**src/rtl/inner_product_pu.sv**
```systemverilog
// PU side of the read/write stream protocol: pulls num_taps input words per output,
// multiplies every lane by a per-tap weight, accumulates, and writes one result word per output.
module inner_product_pu #(
    parameter int OP_WIDTH   = 16,
    parameter int NUM_PE     = 1,
    parameter int MAX_TAPS   = 64,
    localparam int TAP_W     = (MAX_TAPS > 1) ? $clog2(MAX_TAPS) : 1,
    localparam int DATA_WIDTH = OP_WIDTH * NUM_PE
) (
    input  logic                  clk,
    input  logic                  reset_n,
    input  logic                  w_wr_en,
    input  logic [TAP_W-1:0]      w_wr_addr,
    input  logic [OP_WIDTH-1:0]   w_wr_data,
    input  logic                  start,
    input  logic [TAP_W:0]        num_taps,
    input  logic [15:0]           num_outputs,
    output logic                  pu_rd_req,
    input  logic                  pu_rd_ready,
    input  logic [DATA_WIDTH-1:0] pu_data_in,
    output logic                  pu_wr_req,
    output logic [DATA_WIDTH-1:0] pu_data_out,
    output logic                  busy,
    output logic                  done,
    output logic [2:0]            dbg_state
);

    typedef enum logic [2:0] {
        S_IDLE  = 3'd0,
        S_REQ   = 3'd1,
        S_DRAIN = 3'd2,
        S_WRITE = 3'd3,
        S_DONE  = 3'd4
    } state_t;

    state_t                state;
    logic [TAP_W-1:0]      tap_k;
    logic [TAP_W:0]        taps_q;
    logic [15:0]           outs_q;
    logic [15:0]           out_cnt;
    logic                  pipe_valid;
    logic [TAP_W-1:0]      pipe_k;
    logic [OP_WIDTH-1:0]   acc     [NUM_PE];
    logic [OP_WIDTH-1:0]   acc_nxt [NUM_PE];
    logic [DATA_WIDTH-1:0] acc_flat;
    logic [OP_WIDTH-1:0]   w_cur;
    logic [OP_WIDTH-1:0]   prod;
    logic                  last_tap;
    logic [OP_WIDTH-1:0]   wbuf [MAX_TAPS];

    // Handshake: pu_rd_req is raised only while pu_rd_ready is high, and each cycle it is high
    // transfers exactly one word, returned on pu_data_in in the following cycle. pu_wr_req is a
    // one-cycle strobe with no backpressure; pu_data_out is meaningful only while it is high.
    assign pu_rd_req = (state == S_REQ) && pu_rd_ready;
    assign dbg_state = state;
    assign last_tap  = ({1'b0, tap_k} == (taps_q - (TAP_W + 1)'(1)));

    // Weights survive reset so a job can be rerun after an abort without reloading.
    always_ff @(posedge clk) begin
        if (w_wr_en) begin
            wbuf[w_wr_addr] <= w_wr_data;
        end
    end

    // Lane products wrap to OP_WIDTH bits, so signed and unsigned operands give the same result.
    always_comb begin
        w_cur    = wbuf[pipe_k];
        prod     = '0;
        acc_flat = '0;
        for (int j = 0; j < NUM_PE; j++) begin
            acc_nxt[j] = acc[j];
            prod       = pu_data_in[j*OP_WIDTH +: OP_WIDTH] * w_cur;
            if (pipe_valid) begin
                acc_nxt[j] = acc[j] + prod;
            end
            acc_flat[j*OP_WIDTH +: OP_WIDTH] = acc_nxt[j];
        end
    end

    always_ff @(posedge clk or negedge reset_n) begin
        if (!reset_n) begin
            state       <= S_IDLE;
            tap_k       <= '0;
            taps_q      <= '0;
            outs_q      <= '0;
            out_cnt     <= '0;
            pipe_valid  <= 1'b0;
            pipe_k      <= '0;
            pu_wr_req   <= 1'b0;
            pu_data_out <= '0;
            busy        <= 1'b0;
            done        <= 1'b0;
            for (int j = 0; j < NUM_PE; j++) begin
                acc[j] <= '0;
            end
        end else begin
            pipe_valid <= pu_rd_req;
            pipe_k     <= tap_k;
            pu_wr_req  <= 1'b0;
            done       <= 1'b0;
            for (int j = 0; j < NUM_PE; j++) begin
                acc[j] <= acc_nxt[j];
            end
            case (state)
                S_IDLE: begin
                    if (start) begin
                        taps_q  <= num_taps;
                        outs_q  <= num_outputs;
                        tap_k   <= '0;
                        out_cnt <= '0;
                        if ((num_taps != '0) && (num_outputs != '0)) begin
                            state <= S_REQ;
                            busy  <= 1'b1;
                        end else begin
                            state <= S_DONE;
                            done  <= 1'b1;
                        end
                    end
                end
                S_REQ: begin
                    if (pu_rd_ready) begin
                        tap_k <= tap_k + 1'b1;
                        if (last_tap) begin
                            state <= S_DRAIN;
                        end
                    end
                end
                S_DRAIN: begin
                    // The final word lands in the accumulator this cycle; capture the sum including it.
                    state       <= S_WRITE;
                    pu_wr_req   <= 1'b1;
                    pu_data_out <= acc_flat;
                end
                S_WRITE: begin
                    for (int j = 0; j < NUM_PE; j++) begin
                        acc[j] <= '0;
                    end
                    out_cnt <= out_cnt + 16'd1;
                    tap_k   <= '0;
                    if (out_cnt == (outs_q - 16'd1)) begin
                        state <= S_DONE;
                        done  <= 1'b1;
                        busy  <= 1'b0;
                    end else begin
                        state <= S_REQ;
                    end
                end
                S_DONE: begin
                    state <= S_IDLE;
                end
                default: begin
                    state <= S_IDLE;
                    busy  <= 1'b0;
                end
            endcase
        end
    end

endmodule

```
**config.mk**
```make
export PLATFORM = sky130hd
export DESIGN_NAME = inner_product_pu
export DESIGN_NICKNAME = d
export VERILOG_FILES = /design/src/rtl/inner_product_pu.sv
export SDC_FILE = /design/constraint.sdc
export NUM_CORES = 1
export LEC_CHECK = 0
export CAP_MARGIN = 20
export CELL_PAD_IN_SITES_DETAIL_PLACEMENT = 2
export CELL_PAD_IN_SITES_GLOBAL_PLACEMENT = 2
export CORE_UTILIZATION = 35
export DETAILED_ROUTE_END_ITERATION = 8
export GPL_ROUTABILITY_DRIVEN = 0
export PLACE_DENSITY_LB_ADDON = 0.12
export SLEW_MARGIN = 15
export SYNTH_ARGS = -nofsm -noshare
export SYNTH_HDL_FRONTEND = slang
export SYNTH_SLANG_ARGS = --single-unit
```
**constraint.sdc**
```tcl
create_clock -name clk -period 12.5 [get_ports clk]
set_clock_uncertainty 0.15 [all_clocks]
set_input_delay 1.25 -clock clk [delete_from_list [all_inputs] [get_ports clk]]
set_output_delay 1.25 -clock clk [all_outputs]
set_load 0.1 [all_outputs]
```
* Yosys cells after proc, flatten, opt, wreduce, memory -nomap -nowiden *
Memory sizes are Yosys's and may differ from the RTL's.
Index checks and enable logic that the tools add are counted.

storage, ports and cells
  register bits after elaboration = 90
  memory bits (writable) = 1024
  input port bits = 66
  output and inout bits = 23
  word-level logic and storage cells = 68
  memories kept = 1

memory list
  name  depth  bits a word  read ports  clocked after Yosys merged registers in  wr ports  line  source
  wbuf  64     16           1           0                                        1         49    logic [OP_WIDTH-1:0] wbuf [MAX_TAPS];

operators by class
  add/subtract/negate cells = 5
  multiply operators = 1
  equality and inequality tests = 11
  muxes and demuxes = 24
  bitwise gates (word level) = 1
  reduce and logical (&&, ||, !) cells = 13

operator list
  kind                                                                   count
  16-bit 2-to-1 mux                                                      3
  16-bit one-hot mux with 2 select lines                                 1
  6-bit one-hot mux with 3 select lines                                  1
  16-bit by 1-bit adder with 16-bit output (second input constant)       1
  16-bit adder                                                           1
  16-bit == test                                                         1
  16-bit by 16-bit multiplier with 16-bit output                         1
  16-bit nonzero test                                                    1
  16-bit by 1-bit subtractor with 16-bit output (second input constant)  1
  3-bit 2-to-1 mux                                                       5
  6-bit 2-to-1 mux                                                       2
  3-bit one-hot mux with 4 select lines                                  1
  2-bit != test (second input constant)                                  5
  1-bit 2-to-1 mux                                                       9
  6-bit by 7-bit == test with 1-bit output                               1
  7-bit nonzero test                                                     1
  7-bit by 1-bit subtractor with 7-bit output (second input constant)    1
  6-bit by 1-bit adder with 6-bit output (second input constant)         1
  3-bit by 2-bit == test with 1-bit output (second input constant)       2
  3-bit AND reduction                                                    2
  2-bit AND reduction                                                    2
  4-bit AND reduction                                                    1
  3-bit by 1-bit == test with 1-bit output (second input constant)       1
  3-bit == test (second input constant)                                  1
  other kinds (8)                                                        9

* Longest topological paths before layout *
  depth in word-level cells = 5
  depth in mapped cells = 34
  depth with buffers taken out = 29

* Least setup slack after synthesis *
OpenSTA, ideal clock, no wires.

  path kind = register to register
  from = register pipe_k[0]
  to = register pu_data_out[15]
  setup time = 125 ps
  data arrival time = 7248 ps
  setup slack = 4977 ps
  stages on the path, launching flop included = 32
  period minus slack after synthesis = 7523 ps
  cells stage by stage = dfrtp_1 -> buf_6 -> buf_8 -> buf_6 -> buf_8 -> buf_4 -> mux4_2 -> mux2i_1 -> o2111ai_1 -> a22oi_1 -> clkbuf_1 -> nor2b_1 -> fa_1 -> inv_1 -> fa_1 -> fa_1 -> inv_1 -> fa_1 -> inv_1 -> fa_1 -> fa_1 -> xnor2_1 -> xnor2_1 -> xnor2_1 -> xnor2_1 -> xnor2_1 -> xnor2_1 -> xnor3_1 -> xnor3_1 -> xnor2_1 -> mux2i_1 -> a21oi_1

between the ends
  longest elaborated chain between the ends = 4

ends and longest elaborated chain
  element                                         line  source
  start: declaration                              42    logic [TAP_W-1:0] pipe_k;
  start signal: assignment                        98    pipe_k <= tap_k;
  memory 64 x 16 bit                              -
  16-bit by 16-bit multiplier with 16-bit output  72    prod = pu_data_in[j*OP_WIDTH +: OP_WIDTH] * w_cur;
  16-bit adder                                    74    acc_nxt[j] = acc[j] + prod;
  16-bit 2-to-1 mux                               73    if (pipe_valid) begin
  end signal: assignment                          132   pu_data_out <= acc_flat;
  end: declaration                                22    output logic [DATA_WIDTH-1:0] pu_data_out,

No other way between the ends.
A chain may end at the register's enable or synchronous reset.

* Worst setup path in the final report *
  from = register pipe_k[0]
  to = register pu_data_out[14]

The elaborated chain is that of the path after synthesis.

==> results.yml <==
timing:
  finalCritPeriodShare: 0.736
  setup_tns_ns: 0
  slew_violations: 0
  tightest_slew_ns: 1.14
  max_freq_mhz: 109
  fin_crit_ns: 9.20
  setup_viol: 0
  hold_violations: 0
  maxSlewHeadroom: 0.238
  rsz0062_at_grt: "no"
setup_path:
  path_class: "flip-flop to flip-flop"
  cp_data_arrival_time_ns: 9.65
  r2r-end: "pu_data_out[14]"
  cp.required_ns: 12.95
  max_stage_delay_ns: 0.94
  crit_slowest_cell: "dfrtp_4"
  cp_max_fo: 38
  r2r_start: "pipe_k[0]"
  worstSetupEndpointType: "flip-flop"
  cp-start-kind: "flip-flop"
  ff2ff_setup_slack_ns: 3.30
  reg2reg_depth: 28
layout:
  final_common_cell: "edfxtp_1"
  syn_to_final_growth_pct: 15.0
  diodes: 0
  design_area_sq_um: 55500
  fin_nets: 3106
  final_util: 0.408
  fillCellCount: 12900
  final_cells: 4771
  drive_gt1_frac: 0.209
  mostFrequentLayoutCells: "edfxtp_1 (1024), mux4_2 (265), nand2_1 (214)"
route:
  vias: 25500
  drt_wl_total_mm: 147
  wl_per_cell_um: 30.9
  first_pass_iters: 5
  drc: 0
  detail-route-antenna-nets: 0
  drtIter0Drc: 1932
  vias_per_cell: 5.34
synth:
  syn_inst: 2677
  synth_edf_count: 1024
  synth_seq_cells: 1114
  syn_avg_cell_area_sq_um: 18.0
  ys_seq_area_frac: 0.684
  syn_nets: 2893
  syn_area_sq_um: 48300
  synth_flop_cell: "edfxtp_1"
  synth_top_area_cell: "edfxtp_1"
  synthArstFlopShare: 0.0808
  yosysWarnings: 0
  synth_cell_types: 74
  synthTopCellsByArea: "edfxtp_1 (64%), mux4_2 (12%), dfrtp_1 (4.7%)"
  netlist.area_leader.share: 0.637
global_routing:
  grt_usage: 0.213
  grt_max_degree: 79
  gr-total-overflow: 0
  grt_pass1_wl_mm: 212
  grt_pass1_vias: 28700
  antenna_found_initial: 13
placed_design:
  dpl_cell_area_sq_um: 51600
  placement.io_buffers: 88
  dp_hpwl_mm: 94.0
  numPlacedInstances: 4550
die:
  io_pins: 89
  die-area_sq_um: 139000
  core.rowCount: 135
  die_x_um: 373
  start_util: 0.354
  die_h_um: 373
  core_area_sq_um: 136000
clock_tree:
  cts-hold-fix-buffers: 0
  cts_resized: 0
  cts_buffers: 119
  clock-sinks: 1114
  cts_tree: "yes"
  clock_path_buffers: 3
  post_cts_buffers: 0
  path_clk_slew_ns: 0.06
  root_buffer: "clkbuf_16"
  htreeDepth: 3
  worstSkewPairLatency_ns: 0.76
flow_run:
  drv_cap: 0
status:
  status: "complete, no violations"
hold_path:
  hold_path_class: "primary input to async pin"
[registers in the layout (all words and copies together) (netlist names)]
signal / flops
outs_q: 16
taps_q: 7
wbuf: 1024
done: 1
busy: 1
pipe_valid: 1
dbg_state: 3
pipe_k: 6
out_cnt: 16
acc: 16
pu_data_out: 16
tap_k: 6
pu_wr_req: 1
[how the worst max path moves through the flow]
stage                     slack, ns  cells past startpoint               to  startpoint
after floorplan                4.98                     31  pu_data_out[15]   pipe_k[0]
after global placement         3.30                     28  pu_data_out[14]   pipe_k[0]
after detailed placement       3.23                     28  pu_data_out[14]   pipe_k[0]
after CTS                      3.16                     28  pu_data_out[14]   pipe_k[0]
after global routing           2.80                     28  pu_data_out[14]   pipe_k[0]
final                          3.30                     28  pu_data_out[14]   pipe_k[0]
[per-stage QoR]
step | hold slack, ns | worst slack, ns
after floorplan | 0.278 | 4.98
after global placement | 0.324 | 3.30
after CTS | 0.274 | 3.16
after detailed placement | 0.327 | 3.23
after global routing | 0.309 | 2.80
final | 0.306 | 3.30
[critical path: cells and delay by family (launching register included)]
kind	cells	cell delay (ns)
flops	1	0.94
fa+ha+maj	7	2.79
compound gates	8	1.54
simple gates	4	1.13
mux	3	1.45
buf+inv	6	0.92
[final cells by class]
type | count | area (sq um) | share of cell area
well taps | 1781 | 2230 | 0.0401
clock inverters | 59 | 599 | 0.0108
clock buffers | 162 | 3270 | 0.0589
flip-flops and latches | 1114 | 33000 | 0.595
repair buffers | 211 | 1770 | 0.0318
multi-input cells | 1259 | 13900 | 0.251
inverters | 185 | 694 | 0.0125
[routing by layer]
layer / vias up / wire length (um) / GRT usage
li1: 10800 / - / -
met1: 13800 / 62300 / 0.278
met2: 649 / 73400 / 0.362
met3: 217 / 6610 / 0.0343
met4: 8 / 5010 / 0.0710
met5: - / 42 / 0
[synth_stat cells, types with 5 or more instances]
master       n
o211ai_1     7
inv_1      180
nand3_1     31
o22ai_1     21
buf_2       20
buf_4       12
buf_8        5
nor3_1      13
buf_1       10
nand2b_1    10
mux2i_1     56
fa_1        94
or3_1        8
a31oi_1     10
nor4_1       8
a21oi_1     29
ha_1        56
and2_1      40
clkbuf_1    51
a32oi_1      5
or3b_2       5
o21ai_0     55
nand4_1      5
mux4_1      20
nand2_1    214
mux4_2     265
xnor2_1     48
edfxtp_1  1024
xor2_1      19
nand3b_1     6
dfrtp_1     90
nor2_1     134
o21bai_1     7
buf_6       18
nor2b_1     25
[logic make-up (layout without fill, tap and decap cells)]
logic type      after synthesis  in the layout  synth area share
flops                      1114           1114             0.684
simple gates                514            514            0.0483
mux                         345            345             0.147
buf+inv                     304            617            0.0298
compound gates              180            180            0.0239
fa+ha+maj                   150            150            0.0535
xor+xnor                     70             70            0.0136
Power is not shown: default switching activity piles up to over one toggle a cycle in this logic, so the estimate is an artifact.
==> edit 1: new RTL, same flow settings <==
Change the parameter `NUM_PE` from 1 to 2.
--- a/src/rtl/inner_product_pu.sv
+++ b/src/rtl/inner_product_pu.sv
@@ -4,3 +4,3 @@
     parameter int OP_WIDTH   = 16,
-    parameter int NUM_PE     = 1,
+    parameter int NUM_PE     = 2,
     parameter int MAX_TAPS   = 64,
Ports: changed (resized pu_data_in and pu_data_out); port bits go from 89 to 121. The function was not compared with the original's and may differ.
==> edit 1 against the unedited design <==
Setup slack got worse by 0.13 ns; highest routed layer is now met4; sequential cell count rose by 32; cell area rose by 12%; routed wire length rose by 17%; synthesized area rose by 12%; worst hold slack improved by 0.024 ns.
Power is left out: the tool's default activity adds up to more than one toggle a clock period on the data nets, which glitch-free logic cannot reach.
==> edit 1: results (changes against the unedited design) <==
metric,value,unit,change
outcome,completed,,unchanged
first-pass GRT wire length,251000,µm,was 212000 µm
worst hold start,pu_data_out[9],,
fin nets,4048,,was 3106
Cell variety after synth,81,,was 74
vias per cell,5.31,,was 5.34
Worst EP arrival,9.79,ns,was 9.65 ns
port bufs,120,,was 88
worst r2r src,pipe_k[1],,was pipe_k[0]
hold_ws,0.331,ns,was 0.306 ns
Post-CTS Resized,0,,unchanged
biggest regs,"wbuf: 1024 flops, acc: 32 flops, pu_data_out: 32 flops",,
Num CTS Buffers,134,,was 119
HP Class,reg -> reg,,was in -> async
H-tree depth,4,,was 3
"Max FO, Critical Path",41,,was 38
DR pass1 iterations,5,,unchanged
Post-Syn Nets,3837,,was 2893
Final HPWL DP,110000,µm,was 94000 µm
clock latency on the worst-skew pair,0.77,ns,
r2r worst-path depth,27,,was 28
"FFs w/ async S/R, synth",10.6,%,was 8.08%
Critical-path top delay cell,and2b_1,,was dfrtp_4
Max Slew Vio Count,0,,unchanged
post-CTS setup buffers,0,,unchanged
maximum clock insertion buffer count,3,,unchanged
worst rel slew slack,22.1,%,was 23.8%
adder-cell share of the synthesized area,9.45,%,was 5.35%
number of DRC markers in iteration 0,2312,,was 1932
XOR/XNOR Fraction of Synth Area,1.97,%,was 1.36%
top post-synthesis cells by count,"edfxtp_1 (1024), inv_1 (336), nand2_1 (279)",,"was edfxtp_1 (1024), mux4_2 (265), nand2_1 (214)"
clock root cell,clkbuf_16,,unchanged
"CP delay by family, top",adder cells,,unchanged
CP max stage delay,0.89,ns,was 0.94 ns
number of global-route vias before repair,35000,,was 28700
complex-gate fraction of the synthesized area,3.64,%,was 2.39%
r2r setup slk,3.17,ns,was 3.30 ns
Post-synth EDFFs,1024,,unchanged
clock-pin slew on the worst setup and hold paths,0.06,ns,about the same
sequential fraction of the synthesis area,62.4,%,was 68.4%
largest net degree at the start of global routing,93,,was 79
initial antenna violation count,4,,was 13
layout cells sized above 1,16.6,%,was 20.9%
DR WL/cell,29.7,µm,was 30.9 µm
worst r2r dst,pu_data_out[31],,was pu_data_out[14]
overall global routing resource usage,22.3,%,was 21.3%
mux contribution to synthesized area,11.6,%,was 14.7%
synth top area cells,"edfxtp_1 (57%), mux4_2 (9.0%), fa_1 (6.9%), dfrtp_1 (5.6%), ha_1 (2.5%)",,"was edfxtp_1 (64%), mux4_2 (12%), dfrtp_1 (4.7%), fa_1 (3.9%), nand2_1 (1.7%)"
fillers,14800,,was 12900
[edit 1: logic make-up after synthesis]
kind of cell	count (synthesis)
DFF	1146
and+or+nand+nor	773
buffers and inverters	498
muxes	349
adders and majority gates	296
AOI/OAI and AO/OA	288
xor gates and xnor gates	109
[edit 1: per-layer routing]
layer  up-vias  global-route usage, %  share of wire [%]
li1      13100                      -                  -
met1     16900                   29.3                 43
met2       659                   39.0                 51
met3       212                   2.72                3.8
met4         0                   5.63                2.4
met5         -                      0                  0
[edit 1: worst min-delay path, stage by stage, from the launching register on]
cell and delay [ns]:
dfrtp_1 0.34, nand2_1 0.05, o21ai_0 0.06
[edit 1: through the flow]
step / std cells / utilization, % / worst slack, ns / instance area (µm²)
floorplan: 3459 / - / 4.97 / 54200
global placement: 5562 / 37.9 / 3.14 / 58000
detailed placement: 5563 / 38.0 / 3.16 / 58000
CTS: 5810 / 40.8 / 3.10 / 62400
global route: 5811 / 40.8 / 2.75 / 62400
finish: 5814 / 40.9 / 3.17 / 62400
[edit 1: worst max-delay path by stage]
stage / start / endpoint / slack, ns / depth (start not counted)
2_1_floorplan: pipe_k[0] / pu_data_out[31] / 4.97 / 32
3_3_place_gp: pipe_k[1] / pu_data_out[31] / 3.14 / 26
3_5_place_dp: pipe_k[1] / pu_data_out[15] / 3.16 / 24
4_1_cts: pipe_k[1] / pu_data_out[31] / 3.10 / 27
5_1_grt: pipe_k[1] / pu_data_out[31] / 2.75 / 27
6_report: pipe_k[1] / pu_data_out[31] / 3.17 / 27
[edit 1: area by class of cell]
cell class	count	area share [%]
Sequential cell	1146	54.2
Inverter	338	2.03
Clock inverter	81	1.34
Timing Repair Buffer	235	3.30
Clock buffer	166	5.68
Antenna cell	3	0.0120
Multi-Input combinational cell	1815	29.4
Tap cell	2030	4.07
==> edit 2: new RTL, same settings <==
Without the edit above. Register the output `dbg_state` once more, cleared by the reset; this adds one clock of latency there. The other outputs are not delayed to match.
--- a/src/rtl/inner_product_pu.sv
+++ b/src/rtl/inner_product_pu.sv
@@ -54,3 +54,9 @@
     assign pu_rd_req = (state == S_REQ) && pu_rd_ready;
-    assign dbg_state = state;
+    always_ff @(posedge clk or negedge reset_n) begin
+        if (!reset_n) begin
+            dbg_state <= '0;
+        end else begin
+            dbg_state <= state;
+        end
+    end
     assign last_tap  = ({1'b0, tap_k} == (taps_q - (TAP_W + 1)'(1)));
Function: changed (Yosys sat finds a counterexample within 4 cycles, from zero or initial values and one cycle with reset_n low).
==> edit 2 against the unedited design <==
Cell area grew 0.78%; global-route usage increased by 0.31 points; synthesized cell count is 0.22% higher; maximum frequency decreased by 1.3%; routed wire length increased by 1.3%; die area rose by 0.65%; critical path depth did not move; core utilization fell by 0.13 points; synthesized area is 0.66% higher; cell count grew 0.48%; setup slack worse by 0.12 ns; sequential cell count is 3 higher.
Power is not shown: default switching activity piles up to over one toggle a cycle in this logic, so the estimate is an artifact.
==> edit 2: results (changes against the unedited design) <==
metric,value,unit,change
r2r setup slk,3.18,ns,was 3.30 ns
crit path from,pipe_k[0],,unchanged
Worst EP arrival,9.80,ns,was 9.65 ns
Num CTS Buffers,121,,was 119
synth top area cells,"edfxtp_1 (63%), mux4_2 (11%), dfrtp_1 (4.8%), fa_1 (3.9%), mux4_1 (2.7%)",,"was edfxtp_1 (64%), mux4_2 (12%), dfrtp_1 (4.7%), fa_1 (3.9%), nand2_1 (1.7%)"
first-pass GRT wire length,215000,µm,was 212000 µm
CP endpoint,pu_data_out[15],,was pu_data_out[14]
number of DRC markers in iteration 0,2038,,was 1932
"FFs w/ async S/R, synth",8.33,%,was 8.08%
fillers,13000,,was 12900
number of global-route vias before repair,28500,,was 28700
vias per cell,5.37,,was 5.34
Final HPWL DP,94600,µm,was 94000 µm
largest net degree at the start of global routing,83,,was 79
DR WL/cell,31.1,µm,was 30.9 µm
CP max stage delay,0.83,ns,was 0.94 ns
Critical-path top delay cell,dfrtp_4,,unchanged
outcome,completed,,unchanged
overall global routing resource usage,21.6,%,was 21.3%
layout cells sized above 1,21.0,%,was 20.9%
Cell variety after synth,75,,was 74
Slew @ Worst Pin,1.15,ns,was 1.14 ns
clock-pin slew on the worst setup and hold paths,0.06,ns,about the same
sequential fraction of the synthesis area,68.1,%,was 68.4%
"Max FO, Critical Path",30,,was 38
top post-synthesis cells by count,"edfxtp_1 (1024), mux4_2 (242), nand2_1 (220)",,"was edfxtp_1 (1024), mux4_2 (265), nand2_1 (214)"
initial antenna violation count,7,,was 13
fin nets,3109,,was 3106
Post-Syn Nets,2899,,was 2893
H-tree depth,3,,unchanged
-- edit 2: changes by cell type in the layout (fill, tap and decap cells not counted), sizes merged, moves of 5 or more --
cell,change
or2,+8
clkbuf,-8
nor3,+7
mux4,+7
nand2,+6
o22ai,-13
nor2b,-13
clkinv,+8
nor2,+5
nand3,+5
inv,+10
-- edit 2: cell families after synthesis --
family / Yosys count / synth area share [%]
adders and majority gates: 150 / 5.32
and+or+nand+nor: 527 / 4.86
DFF: 1117 / 68.1
buffers and inverters: 311 / 3.12
muxes: 354 / 15.2
xor gates and xnor gates: 69 / 1.41
AOI/OAI and AO/OA: 155 / 1.99
-- edit 2: worst min-delay path by stage --
| stage | start | end | slack (ns) | cells past startpoint |
|---|---|---|---|---|
| after CTS | reset_n | acc[14] | 0.25 | 1 |
| after global routing | reset_n | acc[5] | 0.29 | 1 |
| final | reset_n | acc[14] | 0.30 | 1 |
| after floorplan | state[0] | dbg_state[0] | 0.20 | 0 |
| after global placement | tap_k[4] | pipe_k[4] | 0.31 | 0 |
| after detailed placement | tap_k[4] | pipe_k[4] | 0.32 | 0 |
-- edit 2: area by class of cell --
cell class | count | share of cell area [%]
clock buffers | 153 | 5.81
repair buffers | 208 | 3.16
inverters | 190 | 1.28
flip-flops and latches | 1117 | 59.2
diodes | 2 | 0.00895
multi-input cells | 1255 | 25.2
clock inverters | 75 | 1.36
well taps | 1794 | 4.01
-- edit 2: through the flow --
step / hold WS, ns / instances / setup WS [ns] / instance area [µm²] / utilization [%]
after global routing: 0.287 / 4792 / 2.60 / 55900 / 40.6
after CTS: 0.251 / 4790 / 3.07 / 55900 / 40.6
after detailed placement: 0.317 / 4562 / 3.14 / 51900 / 37.7
final: 0.302 / 4794 / 3.18 / 55900 / 40.6
after floorplan: 0.202 / 2683 / 4.23 / 48600 / -
after global placement: 0.312 / 4559 / 2.78 / 51900 / 37.7
-- edit 2: worst max-delay path: cells and delay by family, from the launching register on --
| kind | cells | cell delay (ns) |
|---|---|---|
| buffers and inverters | 5 | 1.11 |
| AO/OA/AOI/OAI | 3 | 1.13 |
| adder cells (fa/ha/maj) | 6 | 2.83 |
| XOR/XNOR | 9 | 1.71 |
| AND/OR/NAND/NOR | 3 | 0.60 |
| flip-flops | 1 | 0.83 |
| multiplexers | 2 | 0.79 |
-- edit 2: layer usage --
metal	track usage (%)	share of wire [%]	wire [µm]
met2	36.8	50	75200
met5	0	0	0
met1	29.1	43	64600
met4	5.60	2.5	3760
met3	2.91	3.8	5710
